File: src/rtl/fifo_pkg.sv
// Shared FIFO defaults and the pointer-width helper used for port and register sizing.
package fifo_pkg;

  localparam int DEF_WIDTH = 8;
  localparam int DEF_DEPTH = 256;

  // Smallest r with 2**r >= n; usable in parameter and port width expressions.
  function automatic int clog2(input int n);
    int r;
    r = 0;
    for (int i = 0; i < 31; i++) begin
      if ((1 << i) < n) r = i + 1;
    end
    return r;
  endfunction

endpackage

File: src/rtl/fifo_ram.sv
// Simple dual-port storage, WIDTH x DEPTH, one write and one read port, no reset.
// Read data is registered and holds between enabled reads; same-address read/write returns the old word.
module fifo_ram
  import fifo_pkg::*;
#(
  parameter int WIDTH = DEF_WIDTH,
  parameter int DEPTH = DEF_DEPTH
) (
  input  logic                    clk,
  input  logic                    wr_en,
  input  logic [clog2(DEPTH)-1:0] wr_addr,
  input  logic [WIDTH-1:0]        wr_data,
  input  logic                    rd_en,
  input  logic [clog2(DEPTH)-1:0] rd_addr,
  output logic [WIDTH-1:0]        rd_data
);

  logic [WIDTH-1:0] mem [DEPTH];

  always_ff @(posedge clk) begin
    if (wr_en) mem[wr_addr] <= wr_data;
    if (rd_en) rd_data <= mem[rd_addr];
  end

endmodule

File: src/rtl/fifo_sync.sv
// Single-clock FIFO with 1-cycle registered read, occupancy flags and sticky over/underflow errors.
// Rejected writes (full, no read) and reads (empty) set the error flags and leave storage untouched.
module fifo_sync
  import fifo_pkg::*;
#(
  parameter int WIDTH     = DEF_WIDTH,
  parameter int DEPTH     = DEF_DEPTH,
  parameter int AFULL_TH  = DEPTH - 4,
  parameter int AEMPTY_TH = 4
) (
  input  logic                  CLK,
  input  logic                  RST,
  input  logic [WIDTH-1:0]      dataIn,
  input  logic                  write,
  input  logic                  read,
  input  logic                  clearErr,
  output logic [WIDTH-1:0]      dataOut,
  output logic                  full,
  output logic                  empty,
  output logic                  almostFull,
  output logic                  almostEmpty,
  output logic [clog2(DEPTH):0] count,
  output logic                  overflow,
  output logic                  underflow
);

  localparam int PW = clog2(DEPTH);
  localparam int CW = PW + 1;
  localparam logic [CW-1:0] FULL_LIM = CW'(DEPTH);
  localparam logic [CW-1:0] AF_LIM   = CW'(AFULL_TH);
  localparam logic [CW-1:0] AE_LIM   = CW'(AEMPTY_TH);

  logic [PW-1:0]    wptr;
  logic [PW-1:0]    rptr;
  logic [CW-1:0]    cnt;
  logic             rd_seen;
  logic             rd_acc;
  logic             wr_acc;
  logic [WIDTH-1:0] ram_q;

  // A read frees a slot in the same edge, so a full FIFO still accepts a paired write.
  assign rd_acc = !RST && read && (cnt != '0);
  assign wr_acc = !RST && write && ((cnt != FULL_LIM) || rd_acc);

  fifo_ram #(.WIDTH(WIDTH), .DEPTH(DEPTH)) u_ram (
    .clk     (CLK),
    .wr_en   (wr_acc),
    .wr_addr (wptr),
    .wr_data (dataIn),
    .rd_en   (rd_acc),
    .rd_addr (rptr),
    .rd_data (ram_q)
  );

  // The RAM register is not reset, so dataOut reads as zero until the first accepted read.
  assign dataOut     = rd_seen ? ram_q : '0;
  assign count       = cnt;
  assign full        = (cnt == FULL_LIM);
  assign empty       = (cnt == '0);
  assign almostFull  = (cnt >= AF_LIM);
  assign almostEmpty = (cnt <= AE_LIM);

  always_ff @(posedge CLK) begin
    if (RST) begin
      wptr      <= '0;
      rptr      <= '0;
      cnt       <= '0;
      rd_seen   <= 1'b0;
      overflow  <= 1'b0;
      underflow <= 1'b0;
    end else begin
      if (wr_acc) wptr <= wptr + 1'b1;
      if (rd_acc) begin
        rptr    <= rptr + 1'b1;
        rd_seen <= 1'b1;
      end
      case ({wr_acc, rd_acc})
        2'b10:   cnt <= cnt + 1'b1;
        2'b01:   cnt <= cnt - 1'b1;
        default: cnt <= cnt;
      endcase
      overflow  <= (overflow && !clearErr) || (write && !wr_acc);
      underflow <= (underflow && !clearErr) || (read && !rd_acc);
    end
  end

endmodule

File: config.mk
export PLATFORM = sky130hd
export DESIGN_NAME = fifo_sync
export DESIGN_NICKNAME = d
export VERILOG_FILES = /design/src/rtl/fifo_pkg.sv /design/src/rtl/fifo_ram.sv /design/src/rtl/fifo_sync.sv
export SDC_FILE = /design/constraint.sdc
export NUM_CORES = 2
export LEC_CHECK = 0
export CAP_MARGIN = 20
export CORE_UTILIZATION = 55
export CTS_BUF_LIST = sky130_fd_sc_hd__clkbuf_2 sky130_fd_sc_hd__clkbuf_4 sky130_fd_sc_hd__clkbuf_8
export DETAILED_ROUTE_END_ITERATION = 8
export MAX_ROUTING_LAYER = met4
export PLACE_DENSITY_LB_ADDON = 0.08
export SKIP_CTS_REPAIR_TIMING = 1
export SYNTH_ARGS = -nofsm -noshare
export SYNTH_HDL_FRONTEND = slang
export SYNTH_SLANG_ARGS = --single-unit
File: constraint.sdc
create_clock -name CLK -period 4.4 [get_ports CLK]
set_input_delay 0.88 -clock CLK [delete_from_list [all_inputs] [get_ports CLK]]
set_output_delay 0.88 -clock CLK [all_outputs]
set_load 0.05 [all_outputs]
Word-level counts from Yosys, hierarchy flattened --
Memories as Yosys holds them, arrays and structs flattened. A register that Yosys moved wholly into a read port is not among the register bits. Index checks and enable logic that the tools add are counted.
Operators by class: mux-type cells 4, eq/ne operators 4, reduce and logical (&&, ||, !) cells 18, add/subtract/negate cells 4, $lt $le $gt $ge 2
Operators by type and width (count):
- 9-bit case mux with 2 select lines | 1
- 8-bit by 1-bit adder with 8-bit output (second input constant) | 2
- 9-bit by 1-bit adder with 9-bit output (second input constant) | 1
- 9-bit == test (second input constant) | 1
- 9-bit by 8-bit >= comparator with 1-bit output (second input constant) | 1
- 9-bit by 3-bit less-or-equal comparator with 1-bit output (second input constant) | 1
- 9-bit logical NOT | 1
- 9-bit != test (second input constant) | 1
- 9-bit nonzero test | 1
- 9-bit by 1-bit subtractor with 9-bit output (second input constant) | 1
- 1-bit logical AND | 8
- 8-bit two-way mux | 1
- 1-bit logical NOT | 4
- 1-bit logical OR | 3
- 2-bit by 1-bit == test with 1-bit output (second input constant) | 1
- 2-bit == test (second input constant) | 1
- 1-bit two-way mux | 2
- 2-bit nonzero test | 1
Word-level totals: bits in writable memories 2048, output and inout bits 23, memories 1, register bits after elaboration 28, word-level logic and storage cells 39, input bits 13
Memory list:
- u_ram.mem | words 256, bits a word 8, read ports 1, clocked after Yosys merged registers in 1, wr ports 1, RTL line fifo_ram.sv:18 | logic [WIDTH-1:0] mem [DEPTH];

Logic depth before layout (Yosys ltp) --
depth after elaboration 8, depth in mapped cells 13, gate-level depth less buffers 12

Cells and area by module --
Synthesis repeated with hierarchy kept, for this count alone.
Unflattened totals: cell total of the unflattened synthesis 3929, area, all modules 81313.0 µm²
Modules (own cells, without submodules):
- fifo_ram | area each 79636.4 µm², times used 1, seq. area each 61739.2 µm², cells each 3733
- fifo_sync | area each 1676.6 µm², times used 1, seq. area each 560.5 µm², cells each 196

Worst setup path before layout --
Ideal clock, no wire load.
path kind register to register, start register cnt[0] (netlist: count[0]), end register cnt[8] (netlist: count[8]), period minus slack after synthesis 3805 ps, path slack 595 ps, data required time 4319 ps, setup time 81 ps, stages on the path, launching flop included 13, arrival time 3724 ps, path buffers 0, path through dfxtp_1 > nor3_1 > nand3b_1 > o21ai_0 > nor3_1 > ha_1 > a21o_1 > a21oi_1 > o21bai_1 > a2111o_1 > and2_1 > or4_1 > a41oi_1
Between the ends: word-level cells in the longest chain between the ends 6, elaborated cells on any way between the ends 11, classes of those cells add/sub: 2; eq/ne: 3; mux: 1; reduce/logical: 5
Ends and longest elaborated chain:
- from (decl) | RTL line fifo_sync.sv:35 | logic [CW-1:0] cnt;
- from (signal assigned) | RTL line fifo_sync.sv:78 | 2'b10: cnt <= cnt + 1'b1;
- from (signal assigned) | RTL line fifo_sync.sv:79 | 2'b01: cnt <= cnt - 1'b1;
- from (signal assigned) | RTL line fifo_sync.sv:80 | default: cnt <= cnt;
- parallel branches: the longest is 6 deep, another holds 9-bit by 1-bit subtractor with 9-bit output
Parallel ways; which one is timed is not known. A chain may end at the register's enable or synchronous reset.

==> summary.md <==
| Metric | Value |
|---|---|
| Final WL | `229000 µm` |
| Net count after synthesis | `3996` |
| Final min period | `about 4.3 ns` |
| Clock transition at path regs | `0.06 ns` |
| Layout cells sized above 1 | `30.0%` |
| Final slew viol count | `0` |
| Synth Warn # | `0` |
| Combinational power share | `11.4%` |
| Vias | `~44000` |
| Final hold violations | `0` |
| FMAX | `232 MHz` |
| Max VDD drop | `about 300 µV` |
| Post-route design area | `93500 µm²` |
| Synthesis-to-finish area growth | `14.5%` |
| FF+latch count, synth | `2084` |
| Worst Setup End Kind | `flop` |
| Max stage delay cell, worst path | `dfxtp_4` |
| Hold Path Class | `in -> reg` |
| Post-synthesis sequential area ratio | `76.3%` |
| Placed instance area | `around 87000 µm²` |
| Row Count | `141` |
| Max Cap Viol | `0` |
| Period utilization | `97.9%` |
| Ys async rst share | `0%` |
| WS Path Type | `reg -> reg` |
| Clock Tree Buf Depth | `4` |
| Clock power frac | `37.3%` |
| Final setup fails | `0` |
| GRT Util Overall | `between 30% and 40%` |
| Grt ovf | `0` |
| RD Place Congestion | `0.888` |
| Pre-Repair DR Iteration Count | `6` |
| TNS Setup | `0 ns` |
| Worst EP arrival | `5.06 ns` |
| Post-DRT Antenna Nets | `0` |
| Worst Path Max Fanout | `20` |
| Clk Latency, worst-skew pair | `~1.1 ns` |
| FILL cells | `~10000` |
| Family with the most delay on the worst path | `compound AO/OA/AOI/OAI gates` |
| Post-DP HPWL | `143000 µm` |
| Clk sink count | `2084` |
| Normalized max-slew margin | `11.6%` |
| Pint | `between 0.03 and 0.04 W` |
| Synth Flop Type | `edfxtp_1` |
| Vias in the first global route | `between 40000 and 50000` |
| Iter 0 DRT Violations | `5776` |
| Worst path required time | `between 5 and 6 ns` |
| P_leak | `29.6 nW` |
| H-tree depth | `5` |
| Status | `completed` |
| Ports | `36` |
| Worst-margin pin slew | `1.33 ns` |
| Distinct cells, synth | `76` |
| Antenna violations before repair | `6` |
| Nets | `4632` |
| WP buf/inv | `2` |
| CP cell instances | `buf_4 -> or3b_2 -> nor2_1 -> buf_4 -> a22oi_1 -> o211ai_1 -> a211oi_1 -> a211o_1 -> o211ai_1` |
| Core footprint | `147000 µm²` |
| Port bufs | `35` |
| Die extent in y | `387 µm` |
| First-pass GRT wire length | `around 320000 µm` |
| Pwr/cell area | `457 nW/µm²` |
| Die ar. | `150000 µm²` |
| Syn Inst Count | `between 3000 and 4000` |
| Drt drc | `0` |
| Num CTS Buffers | `345` |
| Seq pwr share | `51.3%` |
| Avg Cell Area, Syn | `20.6 µm²` |
| Setup Skew | `0.0627 ns` |
| Largest net degree at the start of global routing | `144` |
| Sw Share | `around a quarter` |
| CTS tree | `built` |
| CP max stage delay | `0.67 ns` |
| Mapped Area | `81700 µm²` |
| Startpoint Class | `flop` |
| Post-synth EDFFs | `2056` |
| Die width | `387 µm` |
| Initial core utilization | `55.4%` |
| WL/cell | `about 34 µm` |
| RSZ-0062 raised after global routing | `no` |
| Clock Root Buffer | `clkbuf_8` |
| Switching power | `0.0101 W` |
| Vias per std cell | `between 6 and 7` |
==> final cells by class <==
type | instances | area, µm² | area share [%]
Sequential cell | 2084 | 62300 | 66.6
Multi-Input combinational cell | 1640 | 17900 | 19.1
Clock buffer | 473 | 5770 | 6.17
Timing Repair Buffer | 524 | 4600 | 4.92
Tap cell | 1930 | 2410 | 2.58
Clock inverter | 97 | 488 | 0.522
Inverter | 11 | 42.5 | 0.0455
Antenna cell | 3 | 7.51 | 0.00803
==> cell families after synthesis <==
kind of cell	count (synthesis)	synth area share, %
DFF	2084	76.3
muxes	630	14.8
and+or+nand+nor	564	2.97
AOI/OAI and AO/OA	412	3.63
buffers and inverters	246	1.94
xor gates and xnor gates	21	0.225
adders and majority gates	13	0.208
==> power groups by stage <==
stage | Combinational, W | Clock [W] | Sequential [W]
finish | 0.00488 | 0.0159 | 0.0220
CTS | 0.00493 | 0.0161 | 0.0220
detailed placement | 0.00492 | 0 | 0.0224
floorplan | 0.00348 | 0 | 0.0223
global placement | 0.00490 | 0 | 0.0224
global route | 0.00514 | 0.0170 | 0.0220
==> cells in the final DEF (no fill, tap or decap), drive strengths merged, types with 5 or more instances in the layout <==
cell type and instances:
a31oi 11, mux2i 174, xnor2 12, nand3 27, edfxtp 2056, a211oi 38, nand2 107, a21oi 77
a22o 19, a221o 7, nor2b 20, clkbuf 481, nor2 325, nor4 6, buf 489, dfxtp 28
and2 14, a2111oi 11, o21ai 40, a221oi 32, clkdlybuf4s50 27, xor2 9, o211ai 9, nand4 13
a22oi 66, o311ai 5, o221ai 22, nor3 18, mux2 14, nor3b 6, ha 12, clkinv 90
mux4 442, and3 5, inv 12, o22ai 33, o2111ai 6
==> worst paths after layout <==
kind | cells past startpoint | from | slack, ns | end
worst max-delay path | 9 | rptr[4]$_SDFFE_PP0P_ | 0.09 | u_ram.rd_data[0]$_DFFE_PP_
worst min-delay path | 1 | dataIn[6] | 0.39 | u_ram.mem[5][6]$_DFFE_PP_
worst max register to register | 9 | rptr[4]$_SDFFE_PP0P_ | 0.09 | u_ram.rd_data[0]$_DFFE_PP_
worst min register to register | 2 | count[6]$_SDFFE_PP0P_ | 0.57 | count[6]$_SDFFE_PP0P_
==> registers in the layout, summed over array words and instances, names as in the netlist <==
| name | count |
|---|---|
| rptr | 8 |
| overflow | 1 |
| count | 9 |
| underflow | 1 |
| rd_seen | 1 |
| u_ram.rd_data | 8 |
| u_ram.mem | 2048 |
| wptr | 8 |
==> per-layer routing <==
layer	track usage [%]	routed length, µm
met1	45.1	93300
met2	46.5	106000
met3	7.04	22900
met4	9.54	6720
met5	-	0
==> Yosys cell counts (all sizes together), types with 5 or more instances <==
| cell type | instances | area share, % |
|---|---|---|
| nor2b | 20 | 0.15 |
| a211oi | 38 | 0.35 |
| nor4 | 6 | 0.046 |
| o221ai | 22 | 0.24 |
| mux2i | 174 | 2.1 |
| a22oi | 66 | 0.61 |
| inv | 10 | 0.046 |
| buf | 138 | 1.4 |
| xnor2 | 12 | 0.13 |
| a31oi | 11 | 0.084 |
| a22o | 19 | 0.20 |
| and2 | 14 | 0.11 |
| o21ai | 40 | 0.25 |
| mux2 | 14 | 0.19 |
| nand3 | 27 | 0.17 |
| a21oi | 77 | 0.48 |
| ha | 12 | 0.18 |
| xor2 | 9 | 0.097 |
| nand4 | 13 | 0.10 |
| nand2 | 107 | 0.49 |
| o22ai | 33 | 0.25 |
| edfxtp | 2056 | 76 |
| a221o | 7 | 0.086 |
| nor3b | 6 | 0.055 |
| and3 | 5 | 0.038 |
| nor2 | 325 | 1.5 |
| nor3 | 18 | 0.11 |
| a221oi | 32 | 0.37 |
| o211ai | 9 | 0.083 |
| dfxtp | 28 | 0.69 |
| o2111ai | 6 | 0.064 |
| mux4 | 442 | 12 |
| o311ai | 5 | 0.054 |
| clkbuf | 97 | 0.45 |
| a2111oi | 11 | 0.14 |
==> per-stage QoR <==
step	setup WS [ns]	std cells	power (W)	util (%)	hold WS, ns
after floorplan	0.595	3970	0.0258	-	0.512
final	0.0945	6762	0.0428	63.4	0.386
after global placement	-0.148	6188	0.0273	59.1	0.549
after detailed placement	-0.117	6188	0.0273	59.1	0.566
after CTS	-0.126	6758	0.0430	63.4	0.369
after global routing	0.160	6761	0.0440	63.4	0.350
No activity file was read; power rests on OpenSTA's default activity.
